File: src/rtl/gt_pll_ctrl_pkg.sv
// Shared types and default timing for the GTP common PLL supervisor.
// Optional loss counters are enabled by GT_PLL_LOSS_CNT_EN.
package gt_pll_ctrl_pkg;

  typedef enum logic [2:0] {
    IDLE,
    POWERUP,
    WAIT_REF,
    WAIT_LOCK,
    LOCKED,
    FAILED
  } pll_state_t;

  localparam int unsigned RST_CYCLES_DEF    = 32;
  localparam int unsigned LOCK_TIMEOUT_DEF  = 65536;
  localparam int unsigned STABLE_CYCLES_DEF = 256;
  localparam int unsigned MAX_RETRY_DEF     = 4;
  localparam int unsigned LOSS_W            = 8;

endpackage

File: src/rtl/gt_pll_rst_fsm.sv
// One PLL channel: input syncs, power/reset FSM, timeout and retry.
// GT_PLL_LOSS_CNT_EN adds a saturating lock-loss counter.
module gt_pll_rst_fsm
  import gt_pll_ctrl_pkg::*;
#(
  parameter int unsigned RST_CYCLES    = RST_CYCLES_DEF,
  parameter int unsigned LOCK_TIMEOUT  = LOCK_TIMEOUT_DEF,
  parameter int unsigned STABLE_CYCLES = STABLE_CYCLES_DEF,
  parameter int unsigned MAX_RETRY     = MAX_RETRY_DEF
) (
  input  logic clk,
  input  logic rst_n,
  input  logic en,
  input  logic lock,
  input  logic lost,
  output logic pd,
  output logic reset,
  output logic ready,
  output logic fail
`ifdef GT_PLL_LOSS_CNT_EN
  ,
  output logic [LOSS_W-1:0] loss_cnt
`endif
);

  localparam int CW = $clog2(RST_CYCLES + 1);
  localparam int TW = $clog2(LOCK_TIMEOUT + 1);
  localparam int SW = $clog2(STABLE_CYCLES + 1);
  localparam int RW = $clog2(MAX_RETRY + 1);

  pll_state_t    state, nxt;
  logic [CW-1:0] cnt;
  logic [TW-1:0] tmo;
  logic [SW-1:0] stab;
  logic [RW-1:0] retry;
  logic          lock_m, lock_s;
  logic          lost_m, lost_s;
  logic          stab_hit;

  always_ff @(posedge clk or negedge rst_n) begin
    if (!rst_n) begin
      lock_m <= 1'b0;
      lock_s <= 1'b0;
      lost_m <= 1'b0;
      lost_s <= 1'b0;
    end else begin
      lock_m <= lock;
      lock_s <= lock_m;
      lost_m <= lost;
      lost_s <= lost_m;
    end
  end

  assign stab_hit = lock_s && (stab == SW'(STABLE_CYCLES - 1));

  always_comb begin
    nxt = state;
    unique case (state)
      IDLE:      if (en) nxt = POWERUP;
      POWERUP:   if (cnt == '0) nxt = lost_s ? WAIT_REF : WAIT_LOCK;
      WAIT_REF:  if (!lost_s) nxt = POWERUP;
      WAIT_LOCK: begin
        if (lost_s)         nxt = WAIT_REF;
        else if (stab_hit)  nxt = LOCKED;
        else if (tmo == '0)
          nxt = (retry < RW'(MAX_RETRY)) ? POWERUP : FAILED;
      end
      LOCKED: begin
        if (lost_s)       nxt = WAIT_REF;
        else if (!lock_s) nxt = POWERUP;
      end
      FAILED:    nxt = FAILED;
      default:   nxt = IDLE;
    endcase
    if (!en) nxt = IDLE;
  end

  always_ff @(posedge clk or negedge rst_n) begin
    if (!rst_n) begin
      state <= IDLE;
      cnt   <= '0;
      tmo   <= '0;
      stab  <= '0;
      retry <= '0;
    end else begin
      state <= nxt;
      // every entry into POWERUP restarts the reset hold
      if (nxt == POWERUP && state != POWERUP)
        cnt <= CW'(RST_CYCLES - 1);
      else if (state == POWERUP && cnt != '0)
        cnt <= cnt - 1'b1;
      if (nxt == WAIT_LOCK && state != WAIT_LOCK) begin
        tmo  <= TW'(LOCK_TIMEOUT - 1);
        stab <= '0;
      end else if (state == WAIT_LOCK) begin
        if (tmo != '0) tmo <= tmo - 1'b1;
        stab <= lock_s ? stab + 1'b1 : '0;
      end
      if (nxt == IDLE || nxt == LOCKED)
        retry <= '0;
      else if (state == WAIT_LOCK && nxt == POWERUP)
        retry <= retry + 1'b1;
    end
  end

  always_ff @(posedge clk or negedge rst_n) begin
    if (!rst_n) begin
      pd    <= 1'b1;
      reset <= 1'b1;
      ready <= 1'b0;
      fail  <= 1'b0;
    end else begin
      pd    <= (state == IDLE) || (state == FAILED);
      reset <= !((state == WAIT_LOCK) || (state == LOCKED));
      ready <= (state == LOCKED);
      fail  <= (state == FAILED);
    end
  end

`ifdef GT_PLL_LOSS_CNT_EN
  always_ff @(posedge clk or negedge rst_n) begin
    if (!rst_n)
      loss_cnt <= '0;
    else if (state == LOCKED && (nxt == POWERUP || nxt == WAIT_REF)
             && loss_cnt != '1)
      loss_cnt <= loss_cnt + 1'b1;
  end
`endif

endmodule

File: src/rtl/gt_pll_reset_ctrl.sv
// PLL0 (PCIe) / PLL1 (SFP) power, reset and lock supervisor.
// GT_PLL_LOSS_CNT_EN adds PLL0LOSSCNT / PLL1LOSSCNT outputs.
module gt_pll_reset_ctrl
  import gt_pll_ctrl_pkg::*;
#(
  parameter int unsigned RST_CYCLES    = RST_CYCLES_DEF,
  parameter int unsigned LOCK_TIMEOUT  = LOCK_TIMEOUT_DEF,
  parameter int unsigned STABLE_CYCLES = STABLE_CYCLES_DEF,
  parameter int unsigned MAX_RETRY     = MAX_RETRY_DEF
) (
  input  logic clk,
  input  logic rst_n,
  input  logic PLL0_EN,
  input  logic PLL1_EN,
  input  logic PLL0LOCK,
  input  logic PLL1LOCK,
  input  logic PLL0REFCLKLOST,
  input  logic PLL1REFCLKLOST,
  output logic PLL0PD,
  output logic PLL1PD,
  output logic PLL0RESET,
  output logic PLL1RESET,
  output logic PLL0READY,
  output logic PLL1READY,
  output logic PLL0FAIL,
  output logic PLL1FAIL
`ifdef GT_PLL_LOSS_CNT_EN
  ,
  output logic [LOSS_W-1:0] PLL0LOSSCNT,
  output logic [LOSS_W-1:0] PLL1LOSSCNT
`endif
);

  gt_pll_rst_fsm #(
    .RST_CYCLES   (RST_CYCLES),
    .LOCK_TIMEOUT (LOCK_TIMEOUT),
    .STABLE_CYCLES(STABLE_CYCLES),
    .MAX_RETRY    (MAX_RETRY)
  ) u_pll0 (
    .clk     (clk),
    .rst_n   (rst_n),
    .en      (PLL0_EN),
    .lock    (PLL0LOCK),
    .lost    (PLL0REFCLKLOST),
    .pd      (PLL0PD),
    .reset   (PLL0RESET),
    .ready   (PLL0READY),
    .fail    (PLL0FAIL)
`ifdef GT_PLL_LOSS_CNT_EN
    ,
    .loss_cnt(PLL0LOSSCNT)
`endif
  );

  gt_pll_rst_fsm #(
    .RST_CYCLES   (RST_CYCLES),
    .LOCK_TIMEOUT (LOCK_TIMEOUT),
    .STABLE_CYCLES(STABLE_CYCLES),
    .MAX_RETRY    (MAX_RETRY)
  ) u_pll1 (
    .clk     (clk),
    .rst_n   (rst_n),
    .en      (PLL1_EN),
    .lock    (PLL1LOCK),
    .lost    (PLL1REFCLKLOST),
    .pd      (PLL1PD),
    .reset   (PLL1RESET),
    .ready   (PLL1READY),
    .fail    (PLL1FAIL)
`ifdef GT_PLL_LOSS_CNT_EN
    ,
    .loss_cnt(PLL1LOSSCNT)
`endif
  );

endmodule

File: config.mk
export PLATFORM = sky130hd
export DESIGN_NAME = gt_pll_reset_ctrl
export DESIGN_NICKNAME = d
export VERILOG_FILES = /design/src/rtl/gt_pll_ctrl_pkg.sv /design/src/rtl/gt_pll_rst_fsm.sv /design/src/rtl/gt_pll_reset_ctrl.sv
export SDC_FILE = /design/constraint.sdc
export NUM_CORES = 1
export LEC_CHECK = 0
export ABC_CLOCK_PERIOD_IN_PS = 5300
export BUFFER_PORTS_ARGS = -buffer_cell sky130_fd_sc_hd__buf_4
export CAP_MARGIN = 40
export CORE_ASPECT_RATIO = 1.75
export CORE_UTILIZATION = 60
export DETAILED_ROUTE_END_ITERATION = 10
export PLACE_DENSITY = 0.86
export SYNTH_ARGS = -nofsm -noshare
export SYNTH_HDL_FRONTEND = slang
export SYNTH_SLANG_ARGS = --single-unit
File: constraint.sdc
create_clock -name clk -period 5.3 [get_ports clk]
set_input_delay 0.53 -clock clk [delete_from_list [all_inputs] [get_ports clk]]
set_output_delay 0.53 -clock clk [all_outputs]
set_load 0.1 [all_outputs]
==> Yosys cells after proc, flatten, opt, wreduce, memory -nomap -nowiden <==
Index checks and enable logic that the tools add are counted.
{ "word_totals": {"regBits": 92, "inputBits": 8, "output_inout_bits": 8, "wordCells": 140} }
{ "op_classes": {"addsub": 8, "magnitude_cmp": 2, "n_eq_ne": 22, "mux": 42, "n_reduce_logical": 40} }
{ "op_table": {"columns": ["cell", "count"], "rows": [
  ["$mux W17", 6],
  ["$mux W3", 22],
  ["$mux W9", 6],
  ["$pmux W3 S6", 2],
  ["$logic_not A17 Y1", 2],
  ["$reduce_bool A17 Y1", 2],
  ["$sub A17 B1 Y17 const B", 2],
  ["$mux W6", 4],
  ["$add A9 B1 Y9 const B", 2],
  ["$eq A3 B2 Y1 const B", 6],
  ["$eq A3 B3 Y1 const B", 6],
  ["$eq A9 B8 Y1 const B", 2],
  ["$reduce_bool A2 Y1", 8],
  ["$eq A3 B1 Y1 const B", 4],
  ["$logic_not A3 Y1", 4],
  ["$logic_not A6 Y1", 2],
  ["$reduce_bool A6 Y1", 2],
  ["$sub A6 B1 Y6 const B", 2],
  ["$logic_and A1 B1 Y1", 10],
  ["$add A3 B1 Y3 const B", 2],
  ["$logic_or A1 B1 Y1", 6],
  ["$lt A3 B3 Y1 const B", 2],
  ["$ne A3 B1 Y1 const B", 2],
  ["$ne A3 B2 Y1 const B", 2],
  ["other kinds (3)", 6]
]} }

==> Longest topological paths before layout <==
Gate-level depths: netlist of the first run.
{ "depth": {"word_depth": 11, "depth_mapped": 11, "mapped_depth_nobuf": 10} }

==> By module <==
Synthesis of the first run repeated with hierarchy kept, for this count alone.
{ "hier_totals": {"cells_unflattened": 480, "hier_area_um2": 4636.9} }
{ "modules_own_cells": {"columns": ["mod", "instances", "cells_per_inst", "area_each_um2", "seq_area_each_um2"], "rows": [
  ["gt_pll_rst_fsm", 2, 240, 2318.5, 1153.6]
]} }

==> Least setup slack after synthesis of the first run <==
No wires, ideal clock.
{ "synth_timing": {"path_kind": "reg2reg", "from": "register u_pll1.stab[0]", "to": "register u_pll1.tmo[10]", "setup_ns": 0.068, "arrival_ns": 2.491, "setup_slack_ns": 2.742, "path_stages_with_launch": 12, "path_buffers": 2, "period_less_slack_ns": 2.558, "path_cell_list": "dfrtp_1 -> ha_1 -> and3_1 -> and3_1 -> ha_1 -> nand2_1 -> o22ai_1 -> or2_2 -> or3b_2 -> clkbuf_1 -> clkbuf_1 -> nand2_1"} }
{ "synth_via": {"elab_chain_len": 10} }
{ "synth_rtl": {"columns": ["element", "line", "rtl"], "rows": [
  ["from (decl)", "gt_pll_rst_fsm.sv:34", "logic [SW-1:0] stab;"],
  ["from (signal assigned)", "gt_pll_rst_fsm.sv:97", "stab <= lock_s ? stab + 1'b1 : '0;"],
  ["$eq A9 B8 Y1 (*)", "gt_pll_rst_fsm.sv:54", "assign stab_hit = lock_s && (stab == SW'(STABLE_CYCLES - 1));"],
  ["$logic_and A1 B1 Y1 (*)", "gt_pll_rst_fsm.sv:54", null],
  ["$mux W3 (*)", "gt_pll_rst_fsm.sv:64", "else if (stab_hit) nxt = LOCKED;"],
  ["$mux W3 (*)", "gt_pll_rst_fsm.sv:63", "if (lost_s) nxt = WAIT_REF;"],
  ["$pmux W3 S6 (*)", "gt_pll_rst_fsm.sv:58", "unique case (state)"],
  ["$mux W3 (*)", "gt_pll_rst_fsm.sv:75", "if (!en) nxt = IDLE;"],
  ["$eq A3 B2 Y1 (*)", "gt_pll_rst_fsm.sv:92", "if (nxt == WAIT_LOCK && state != WAIT_LOCK) begin"],
  ["$logic_and A1 B1 Y1 (*)", "gt_pll_rst_fsm.sv:92", null],
  ["$reduce_bool A2 Y1 (no source line)", null, null],
  ["$reduce_and A2 Y1 (no source line)", null, null],
  ["to (signal assigned)", "gt_pll_rst_fsm.sv:93", "tmo <= TW'(LOCK_TIMEOUT - 1);"],
  ["to (signal assigned)", "gt_pll_rst_fsm.sv:96", "if (tmo != '0) tmo <= tmo - 1'b1;"],
  ["to (decl)", "gt_pll_rst_fsm.sv:33", "logic [TW-1:0] tmo;"]
]} }
Every way passes the cells marked *; elsewhere a longest branch is shown, timed or not.
A chain may end at the register's enable or synchronous reset.

==> Worst setup path in the final report of the first run <==
{ "layout_timing": {"from": "register u_pll0.stab[0]", "to": "register u_pll0.tmo[1]"} }
{ "layout_via": {"elab_chain_len": 10} }
{ "layout_rtl": {"columns": ["element", "line", "rtl"], "rows": [
  ["from (decl)", "gt_pll_rst_fsm.sv:34", null],
  ["from (signal assigned)", "gt_pll_rst_fsm.sv:97", null],
  ["$eq A9 B8 Y1 (*)", "gt_pll_rst_fsm.sv:54", null],
  ["$logic_and A1 B1 Y1 (*)", "gt_pll_rst_fsm.sv:54", null],
  ["$mux W3 (*)", "gt_pll_rst_fsm.sv:64", null],
  ["$mux W3 (*)", "gt_pll_rst_fsm.sv:63", null],
  ["$pmux W3 S6 (*)", "gt_pll_rst_fsm.sv:58", null],
  ["$mux W3 (*)", "gt_pll_rst_fsm.sv:75", null],
  ["named net u_pll0.nxt[0]", "gt_pll_rst_fsm.sv:31", "pll_state_t state, nxt;"],
  ["$eq A3 B2 Y1 (*)", "gt_pll_rst_fsm.sv:92", null],
  ["$logic_and A1 B1 Y1 (*)", "gt_pll_rst_fsm.sv:92", null],
  ["$reduce_bool A2 Y1 (no source line)", null, null],
  ["$reduce_and A2 Y1 (no source line)", null, null],
  ["to (signal assigned)", "gt_pll_rst_fsm.sv:93", null],
  ["to (signal assigned)", "gt_pll_rst_fsm.sv:96", null],
  ["to (decl)", "gt_pll_rst_fsm.sv:33", null]
]} }
The timed path passes the listed nets; every way through them passes the cells marked *.

==> reports/qor.csv, run 1 <==
metric,value,unit
global-route wire length before repair,15.34,mm
Inst Count DP,573,
area grow syn2layout,9.306,%
ANT nets after route,0,
Simple-Gate Fraction of Synth Area,0.2491,
total length of routed wires,9.118,mm
"Warnings, synthesis",0,
CP Class,flip-flop to flip-flop,
Port-buffer cells,15,
H-Tree Depth,3,
Crit path max-delay family,simple AND/OR/NAND/NOR gates,
largest stage delay on the critical path,690,ps
initial antenna violation count,0,
#FFs+latches synth,92,
post-synth top area share,0.4734,
Synth Area in XOR/XNOR,0.06025,
"Clk Latency, worst-skew pair",350,ps
DR DRC count,0,
Max clock buf depth,2,
fin. max-slew vios,0,
status,"complete, no violations",
grt ovf,0,
fin nets,516,
syn nets,503,
fraction of layout cells with a size suffix above 1,0.1020,
DR iter-0 viols,278,
Seq pwr share,0.503,
Buf/Inv on CP,0,
largest net degree at the start of global routing,65,
core area,0.007515,mm2
Sw Pwr,0.0003154,W
final non-filler cell total,588,
Slew @ Worst Pin,815.0,ps
post-DR vias/cell,6.107,
post-layout util,0.6767,
# diodes,0,
Max Cap Violations,0,
crit path capture type,flip-flop,
Num CTS Buffers,9,
number of global-route vias before repair,3583,
router iterations before antenna repair,4,
Starting Density,0.6190,
chip height,118.5,um
Pint,0.001160,W
total number of vias,3591,
Final Hold Viols,0,
Post-synth EDFFs,0,
synth cell count leaders,"88 x dfrtp_1, 76 x nand2_1, 39 x nor2_1",
Leak,2.140,nW
GP Congestion,0.8645,
clk slew on worst S/H paths,60,ps
std cell rows,42,
switching part of the total,0.2138,
worst hold-check path type,input pin to asynchronous set/reset pin,
RSZ-0062 raised after global routing,false,
Worst EP required,5560,ps
hold-fix buffers at CTS,0,
clock group share of total power,0.446,
Cell variety after synth,57,
Synth Area in Compound Gates,0.1178,
startpoint types,flip-flop,
dpl hpwl,6.403,mm
synthesized-area fraction occupied by adder cells,0.03228,
Main synth FF type,dfrtp_1,
drt wl/cell,15.51,um
"Setup violations, final",0,
chip width,68.56,um
CTS tree,built,
crit path DAT,3290,ps
"top cells by area, synth","dfrtp_1 47%, nand2_1 6.1%, xnor2_1 4.5%",
Slew headroom,0.4534,
Power Density,290.1,mW/mm2
Setup TNS Final,0,ps
register area share after synthesis,0.4960,
Synth area leader,dfrtp_1,
Syn Area/Cell,9.631,um2
asr flop ratio synth,1.000,
critical-path maximum fanout,16,
fmax,330.0,MHz
Die ar.,0.008123,mm2
VDD IR max,0.2726,mV
"count leader, synth",dfrtp_1,
Fin Clk Skew,6.224,ps
clock root buffer,clkbuf_16,
post-CTS setup buffers,0,
CP max stage cell,a211oi_1,
CTS sink count,92,
Gate power share,0.051,
Tcrit/Tclk final,0.5718,
minimum clock period,3030,ps
worst path cell trace,"ha_1, and3_1, and3_1, ha_1, nand4_1, nand2_1, a211oi_1, nand2_1, o211ai_1",
largest family of logic cells by synthesized area,simple AND/OR/NAND/NOR gates,
post-synthesis mux area share,0.01076,
Mapped Cells,483,
synthesized area,0.004652,mm2
IO Pins,16,
gr usage total,0.2507,
"Gates resized, CTS repair",0,
metal layers:
metal  wire length [um]  GRT usage
met1               3499     0.2785
met2               5140     0.4363
met5                  0          0
met4                195     0.1133
met3                282    0.05212
cell families (layout without fill, tap and decap cells):
| group | count (synthesis) | count (layout) |
|---|---|---|
| AOI/OAI and AO/OA | 87 | 87 |
| xor gates and xnor gates | 32 | 32 |
| adders and majority gates | 12 | 12 |
| buffers and inverters | 30 | 47 |
| DFF | 92 | 92 |
| muxes | 5 | 5 |
| and+or+nand+nor | 225 | 225 |
area by class of cell:
type                            instances  area, um2
Fill cell                             575       2430
Sequential cell                        92       2307
Multi-Input combinational cell        361       2187
Clock buffer                           13      240.2
Timing Repair Buffer                   17      123.9
Tap cell                               88      110.1
Clock inverter                          2      60.06
Inverter                               15      56.30
flip-flops by register name, summed over array words and instances, names as in the netlist, 6 cells and up:
signal and flops:
u_pll0.cnt 6, u_pll0.stab 9, u_pll0.tmo 17, u_pll1.cnt 6, u_pll1.stab 9, u_pll1.tmo 17
through the flow:
| stage | power [W] | area (um2) | setup WS (ps) | hold slack, ps |
|---|---|---|---|---|
| detailed placement | 0.0008313 | 4785 | 2314 | 342.8 |
| floorplan | 0.0007999 | 4652 | 2742 | 234.4 |
| global placement | 0.0008275 | 4781 | 2425 | 331.6 |
| CTS | 0.001488 | 5085 | 2300 | 105.1 |
| finish | 0.001475 | 5085 | 2270 | 95.93 |
| global route | 0.001521 | 5085 | 2028 | 125.1 |
placed cells by master (no fill, tap or decap), drive strengths merged, types with 15 or more instances in the layout:
cell type / n
nor2: 39
buf: 17
nand2: 76
xnor2: 24
a21oi: 19
and3: 16
dfrtp: 88
inv: 15
o21ai: 39
worst register-to-register path: stages (launching register included):
cell and delay (ps):
dfrtp_1 420, ha_1 240, and3_1 220, and3_1 180, ha_1 240, nand4_1 110, nand2_1 60, a211oi_1 690
nand2_1 530, o211ai_1 250
worst paths after layout:
path | slack, ps | endpoint | from | cells after the start
setup reg to reg | 2270 | u_pll0.tmo[1] | u_pll0.stab[0] | 9
max in group asynchronous | 4110 | u_pll1.cnt[0] | rst_n | 2
hold reg to reg | 350 | u_pll1.lock_s | u_pll1.lock_m | 0
hold / removal | 100 | u_pll0.tmo[15] | rst_n | 1
setup / recovery | 2270 | u_pll0.tmo[1] | u_pll0.stab[0] | 9
min in group clk | 290 | u_pll1.lost_m | PLL1REFCLKLOST | 1
power by group through the flow:
stage	combinational (W)	clock, W	sequential [W]
floorplan	0.0000462	0	0.000754
global placement	0.0000747	0	0.000753
detailed placement	0.0000775	0	0.000754
CTS	0.0000776	0.000669	0.000741
global route	0.0000877	0.000689	0.000744
finish	0.0000758	0.000658	0.000742
No activity file was read; power rests on OpenSTA's default activity.
==> run 2, diff against run 1 <==
--- a/config.mk
+++ b/config.mk
@@ -5,7 +5,7 @@
 export SDC_FILE = /design/constraint.sdc
 export NUM_CORES = 1
 export LEC_CHECK = 0
-export ABC_CLOCK_PERIOD_IN_PS = 5300
+export ABC_CLOCK_PERIOD_IN_PS = 3100
 export BUFFER_PORTS_ARGS = -buffer_cell sky130_fd_sc_hd__buf_4
 export CAP_MARGIN = 40
 export CORE_ASPECT_RATIO = 1.75
==> constraint.sdc (replaced) <==
create_clock -name clk -period 3.1 [get_ports clk]
set_input_delay 0.31 -clock clk [delete_from_list [all_inputs] [get_ports clk]]
set_output_delay 0.31 -clock clk [all_outputs]
set_load 0.1 [all_outputs]
==> reports/qor.csv, run 2 (synthesized netlist as in run 1, its figures left out) <==
metric,value,unit
Setup TNS Final,0,ps
crit path from,u_pll1.tmo[6],
worst hold-check path type,input pin to flip-flop,
Power Density,514.7,mW/mm2
CTS tree,built,
H-Tree Depth,3,
CP max stage cell,nor4_1,
drt wl/cell,15.84,um
Port-buffer cells,15,
number of global-route vias before repair,3663,
Num CTS Buffers,9,
CP Class,flip-flop to flip-flop,
Slew @ Worst Pin,708.2,ps
dpl hpwl,6.553,mm
Buf/Inv on CP,0,
RSZ-0062 raised after global routing,false,
"Setup violations, final",0,
ANT nets after route,0,
critical-path maximum fanout,7,
core area,0.007515,mm2
"Clk Latency, worst-skew pair",340,ps
fillers,537,
Worst EP required,3340,ps
Final Hold Viols,0,
DR DRC count,0,
Reg2Reg Setup Slack,320,ps
# diodes,0,
hold slack,69.78,ps
DR iter-0 viols,301,
fmax,360.3,MHz
Die ar.,0.008123,mm2
fin. max-slew vios,0,
initial antenna violation count,0,
status,"complete, no violations",
area grow syn2layout,11.83,%
gr usage total,0.2648,
Leak,2.201,nW
clock root buffer,clkbuf_16,
Starting Density,0.6190,
router iterations before antenna repair,5,
crit path capture type,flip-flop,
post-DR vias/cell,6.138,
VDD IR max,0.4019,mV
global-route wire length before repair,16.10,mm
Slew headroom,0.5235,
worst reg2reg path startpoint,u_pll1.tmo[6],
final instance area,0.005202,mm2
crit path DAT,3010,ps
GP Congestion,0.8415,
biggest regs,"u_pll0.tmo (17), u_pll1.tmo (17)",
total length of routed wires,9.424,mm
Worst Hold Launch,PLL0REFCLKLOST,
fraction of layout cells with a size suffix above 1,0.1203,
largest net degree at the start of global routing,70,
grt ovf,0,
total number of vias,3652,
IO Pins,16,
DP Area,0.004842,mm2
final non-filler cell total,595,
Max clock buf depth,2,
startpoint types,flip-flop,
worst path cell trace,"nor4_1, and4_1, nor2_1, a21oi_1, nand4_1, and2_1",
Crit path max-delay family,simple AND/OR/NAND/NOR gates,
clk slew on worst S/H paths,60,ps
fin nets,522,
CTS sink count,92,
minimum clock period,2776,ps
"commonest non-fill, non-tap cells in the layout","88 x dfrtp_1, 76 x nand2_1, 39 x nor2_1",
std cell rows,42,
chip width,68.56,um
Inst Count DP,578,
largest stage delay on the critical path,630,ps
"commonest non-fill, non-tap cell in the layout",dfrtp_1,
chip height,118.5,um
Max Cap Violations,0,
Tcrit/Tclk final,0.8953,
Fin Clk Skew,4.936,ps
## run 2: repair_timing
action | 4_1_cts | 5_1_grt
resized for setup | 0 | 0
setup buffers | 0 | 0
endpoints found under the hold margin | 13 | 0
hold buffers | 1 | 0
## run 2: worst reg2reg max path, cell delays in order (launching register included)
cell and delay [ps]:
dfrtp_1 440, nor4_1 630, and4_1 480, nor2_1 220
a21oi_1 330, nand4_1 330, and2_1 240
## run 2: final timing paths
check / end / depth (start not counted)
setup / recovery: u_pll1.cnt[5] / 6
hold / removal: u_pll0.lost_m / 1
setup reg to reg: u_pll1.cnt[5] / 6
hold reg to reg: u_pll1.lost_s / 0
max in group asynchronous: u_pll1.tmo[11] / 4
min in group asynchronous: u_pll0.tmo[11] / 2
## run 2: metal layers
metal	vias to the layer above	wire, um	GRT usage
met5	-	0	0
li1	1743	-	-
met1	1776	3671	0.2942
met4	0	264	0.1367
met3	30	332	0.06178
met2	103	5155	0.4485
## run 2: report_power, final
part	internal (W)	leakage [nW]	total [W]	switching, W
clock network	0.000809	0.169	0.00127	0.000458
registers	0.00123	0.962	0.00127	0.0000346
logic	0.0000526	1.07	0.000143	0.0000899
total	0.00210	2.20	0.00268	0.000582
## run 2: area by class of cell
| class | count | area [um2] | share of cell area |
|---|---|---|---|
| repair buffers | 23 | 191.4 | 0.03680 |
| clock inverters | 6 | 111.4 | 0.02140 |
| flip-flops and latches | 92 | 2307 | 0.4435 |
| well taps | 88 | 110.1 | 0.02116 |
| multi-input cells | 361 | 2187 | 0.4204 |
| clock buffers | 10 | 239.0 | 0.04594 |
| inverters | 15 | 56.30 | 0.01082 |
## run 2: per-stage QoR
stage	power, W	util	setup WS [ps]
after floorplan	0.001368	-	541.7
after detailed placement	0.001432	0.6444	384.3
after global placement	0.001417	0.6402	483.5
after CTS	0.002703	0.6923	355.3
after global routing	0.002777	0.6923	97.95
final	0.002678	0.6923	324.4
==> run 3, diff against run 2 <==
--- a/config.mk
+++ b/config.mk
@@ -9,9 +9,9 @@
 export BUFFER_PORTS_ARGS = -buffer_cell sky130_fd_sc_hd__buf_4
 export CAP_MARGIN = 40
 export CORE_ASPECT_RATIO = 1.75
-export CORE_UTILIZATION = 60
+export CORE_UTILIZATION = 50
 export DETAILED_ROUTE_END_ITERATION = 10
-export PLACE_DENSITY = 0.86
+export PLACE_DENSITY = 0.75
 export SYNTH_ARGS = -nofsm -noshare
 export SYNTH_HDL_FRONTEND = slang
 export SYNTH_SLANG_ARGS = --single-unit
==> reports/qor.csv, run 3 (synthesized netlist as in run 1, its figures left out) <==
metric,value,unit
final instance area,0.005130,mm2
chip width,74.92,um
Tcrit/Tclk final,0.8928,
Port-buffer cells,15,
Num CTS Buffers,9,
reg2reg end,u_pll1.stab[6],
DP Worst Slack,376.2,ps
H-Tree Depth,3,
# diodes,0,
"commonest non-fill, non-tap cells in the layout","88 x dfrtp_1, 76 x nand2_1, 39 x nor2_1",
DR iter-0 viols,196,
"Clk Latency, worst-skew pair",330,ps
final setup margin,332.2,ps
fin nets,520,
crit path capture type,flip-flop,
"Setup violations, final",0,
startpoint types,flip-flop,
chip height,129.6,um
number of global-route vias before repair,3641,
GP Congestion,0.9040,
drt wl/cell,14.69,um
worst-case reg-to-reg path depth,10,
IO Pins,16,
fin. max-slew vios,0,
Slew @ Worst Pin,754.6,ps
fmax,361.3,MHz
clk slew on worst S/H paths,60,ps
RSZ-0062 raised after global routing,false,
Final Hold Viols,0,
post-DR vias/cell,5.728,
Inst Count DP,609,
largest net degree at the start of global routing,57,
ANT nets after route,0,
std cell rows,46,
Power Density,467.6,mW/mm2
Slew headroom,0.4923,
Sw Pwr,0.0005721,W
"commonest non-fill, non-tap cell in the layout",dfrtp_1,
total number of vias,3580,
Seq pwr share,0.529,
fraction of layout cells with a size suffix above 1,0.1168,
router iterations before antenna repair,5,
clock group share of total power,0.415,
"Gates resized, CTS repair",0,
Setup TNS Final,0,ps
crit path DAT,2970,ps
dpl hpwl,6.615,mm
Reg2Reg Setup Slack,330,ps
initial antenna violation count,0,
DP Area,0.004858,mm2
critical-path maximum fanout,8,
status,"complete, no violations",
Gate power share,0.057,
gr usage total,0.2129,
CTS tree,built,
area grow syn2layout,10.27,%
final non-filler cell total,625,
worst reg2reg path startpoint,u_pll1.stab[0],
Starting Density,0.5148,
total length of routed wires,9.182,mm
Max Cap Violations,0,
Die ar.,0.009709,mm2
VDD IR max,0.3377,mV
switching part of the total,0.2385,
Pint,0.001827,W
CP Class,flip-flop to flip-flop,
hold-fix buffers at CTS,0,
Max clock buf depth,2,
fillers,790,
post-CTS setup buffers,0,
grt ovf,0,
global-route wire length before repair,15.87,mm
Worst EP required,3300,ps
DR DRC count,0,
CTS sink count,92,
biggest regs,"u_pll0.tmo (17), u_pll1.tmo (17)",
worst hold-check path type,input pin to asynchronous set/reset pin,
Fin Clk Skew,6.047,ps
core area,0.009036,mm2
minimum clock period,2768,ps
Leak,2.138,nW
clock root buffer,clkbuf_16,
[run 3: cell types whose count changed in the layout (fill, tap and decap cells not counted), sizes merged]
cell         change
bufinv           -3
clkinvlp         +3
buf              -1
clkbuf           +1
clkinv           -1
dlygate4sd3      -1
[run 3: worst max path at each step]
stage	startpoint	to	slack [ps]	depth (start not counted)
floorplan	u_pll1.stab[0]	u_pll1.tmo[10]	540	11
global placement	u_pll1.stab[0]	u_pll1.tmo[16]	480	9
detailed placement	u_pll1.stab[0]	u_pll1.tmo[16]	380	9
CTS	u_pll1.stab[0]	u_pll1.tmo[16]	380	9
global route	u_pll1.stab[0]	u_pll1.stab[6]	80	10
finish	u_pll1.stab[0]	u_pll1.stab[6]	330	10
[run 3: metal layers]
metal  share of wire  vias to the layer above  global-route usage
li1                -                     1743                   -
met1            0.41                     1740              0.2333
met2            0.54                       80              0.3773
met3           0.031                       17             0.03733
met4           0.022                        0              0.1176
met5               0                        -                   0
[run 3: power groups by stage]
stage	Combinational, W	Clock [W]	Sequential, W
after global routing	0.000154	0.00107	0.00127
after global placement	0.000131	0	0.00129
after floorplan	0.0000789	0	0.00129
after CTS	0.000138	0.00102	0.00127
after detailed placement	0.000138	0	0.00129
final	0.000136	0.000995	0.00127
[run 3: layout make-up]
| class | instances | area, um2 | share of cell area |
|---|---|---|---|
| Clock buffer | 11 | 232.7 | 0.04537 |
| Clock inverter | 5 | 38.79 | 0.007561 |
| Inverter | 15 | 56.30 | 0.01098 |
| Multi-Input combinational cell | 361 | 2187 | 0.4263 |
| Sequential cell | 92 | 2307 | 0.4498 |
| Tap cell | 120 | 150.1 | 0.02927 |
| Timing Repair Buffer | 21 | 157.7 | 0.03073 |
[run 3: critical path: stages, from the launching register on]
cell and delay [ps]:
dfrtp_1 400, ha_1 230, and3_1 230, and3_1 180, ha_1 210, nand2_1 120
o22ai_1 100, a2111oi_0 560, nor2_1 260, o21ai_0 230, o21ai_0 110
[run 3: metrics by stage]
step / hold WS (ps) / utilization / total power (W)
finish: 19.66 / 0.5677 / 0.002399
global route: 65.21 / 0.5677 / 0.002492
CTS: 44.41 / 0.5677 / 0.002429
detailed placement: 336.2 / 0.5377 / 0.001427
global placement: 331.6 / 0.5377 / 0.001419
floorplan: 14.41 / - / 0.001368
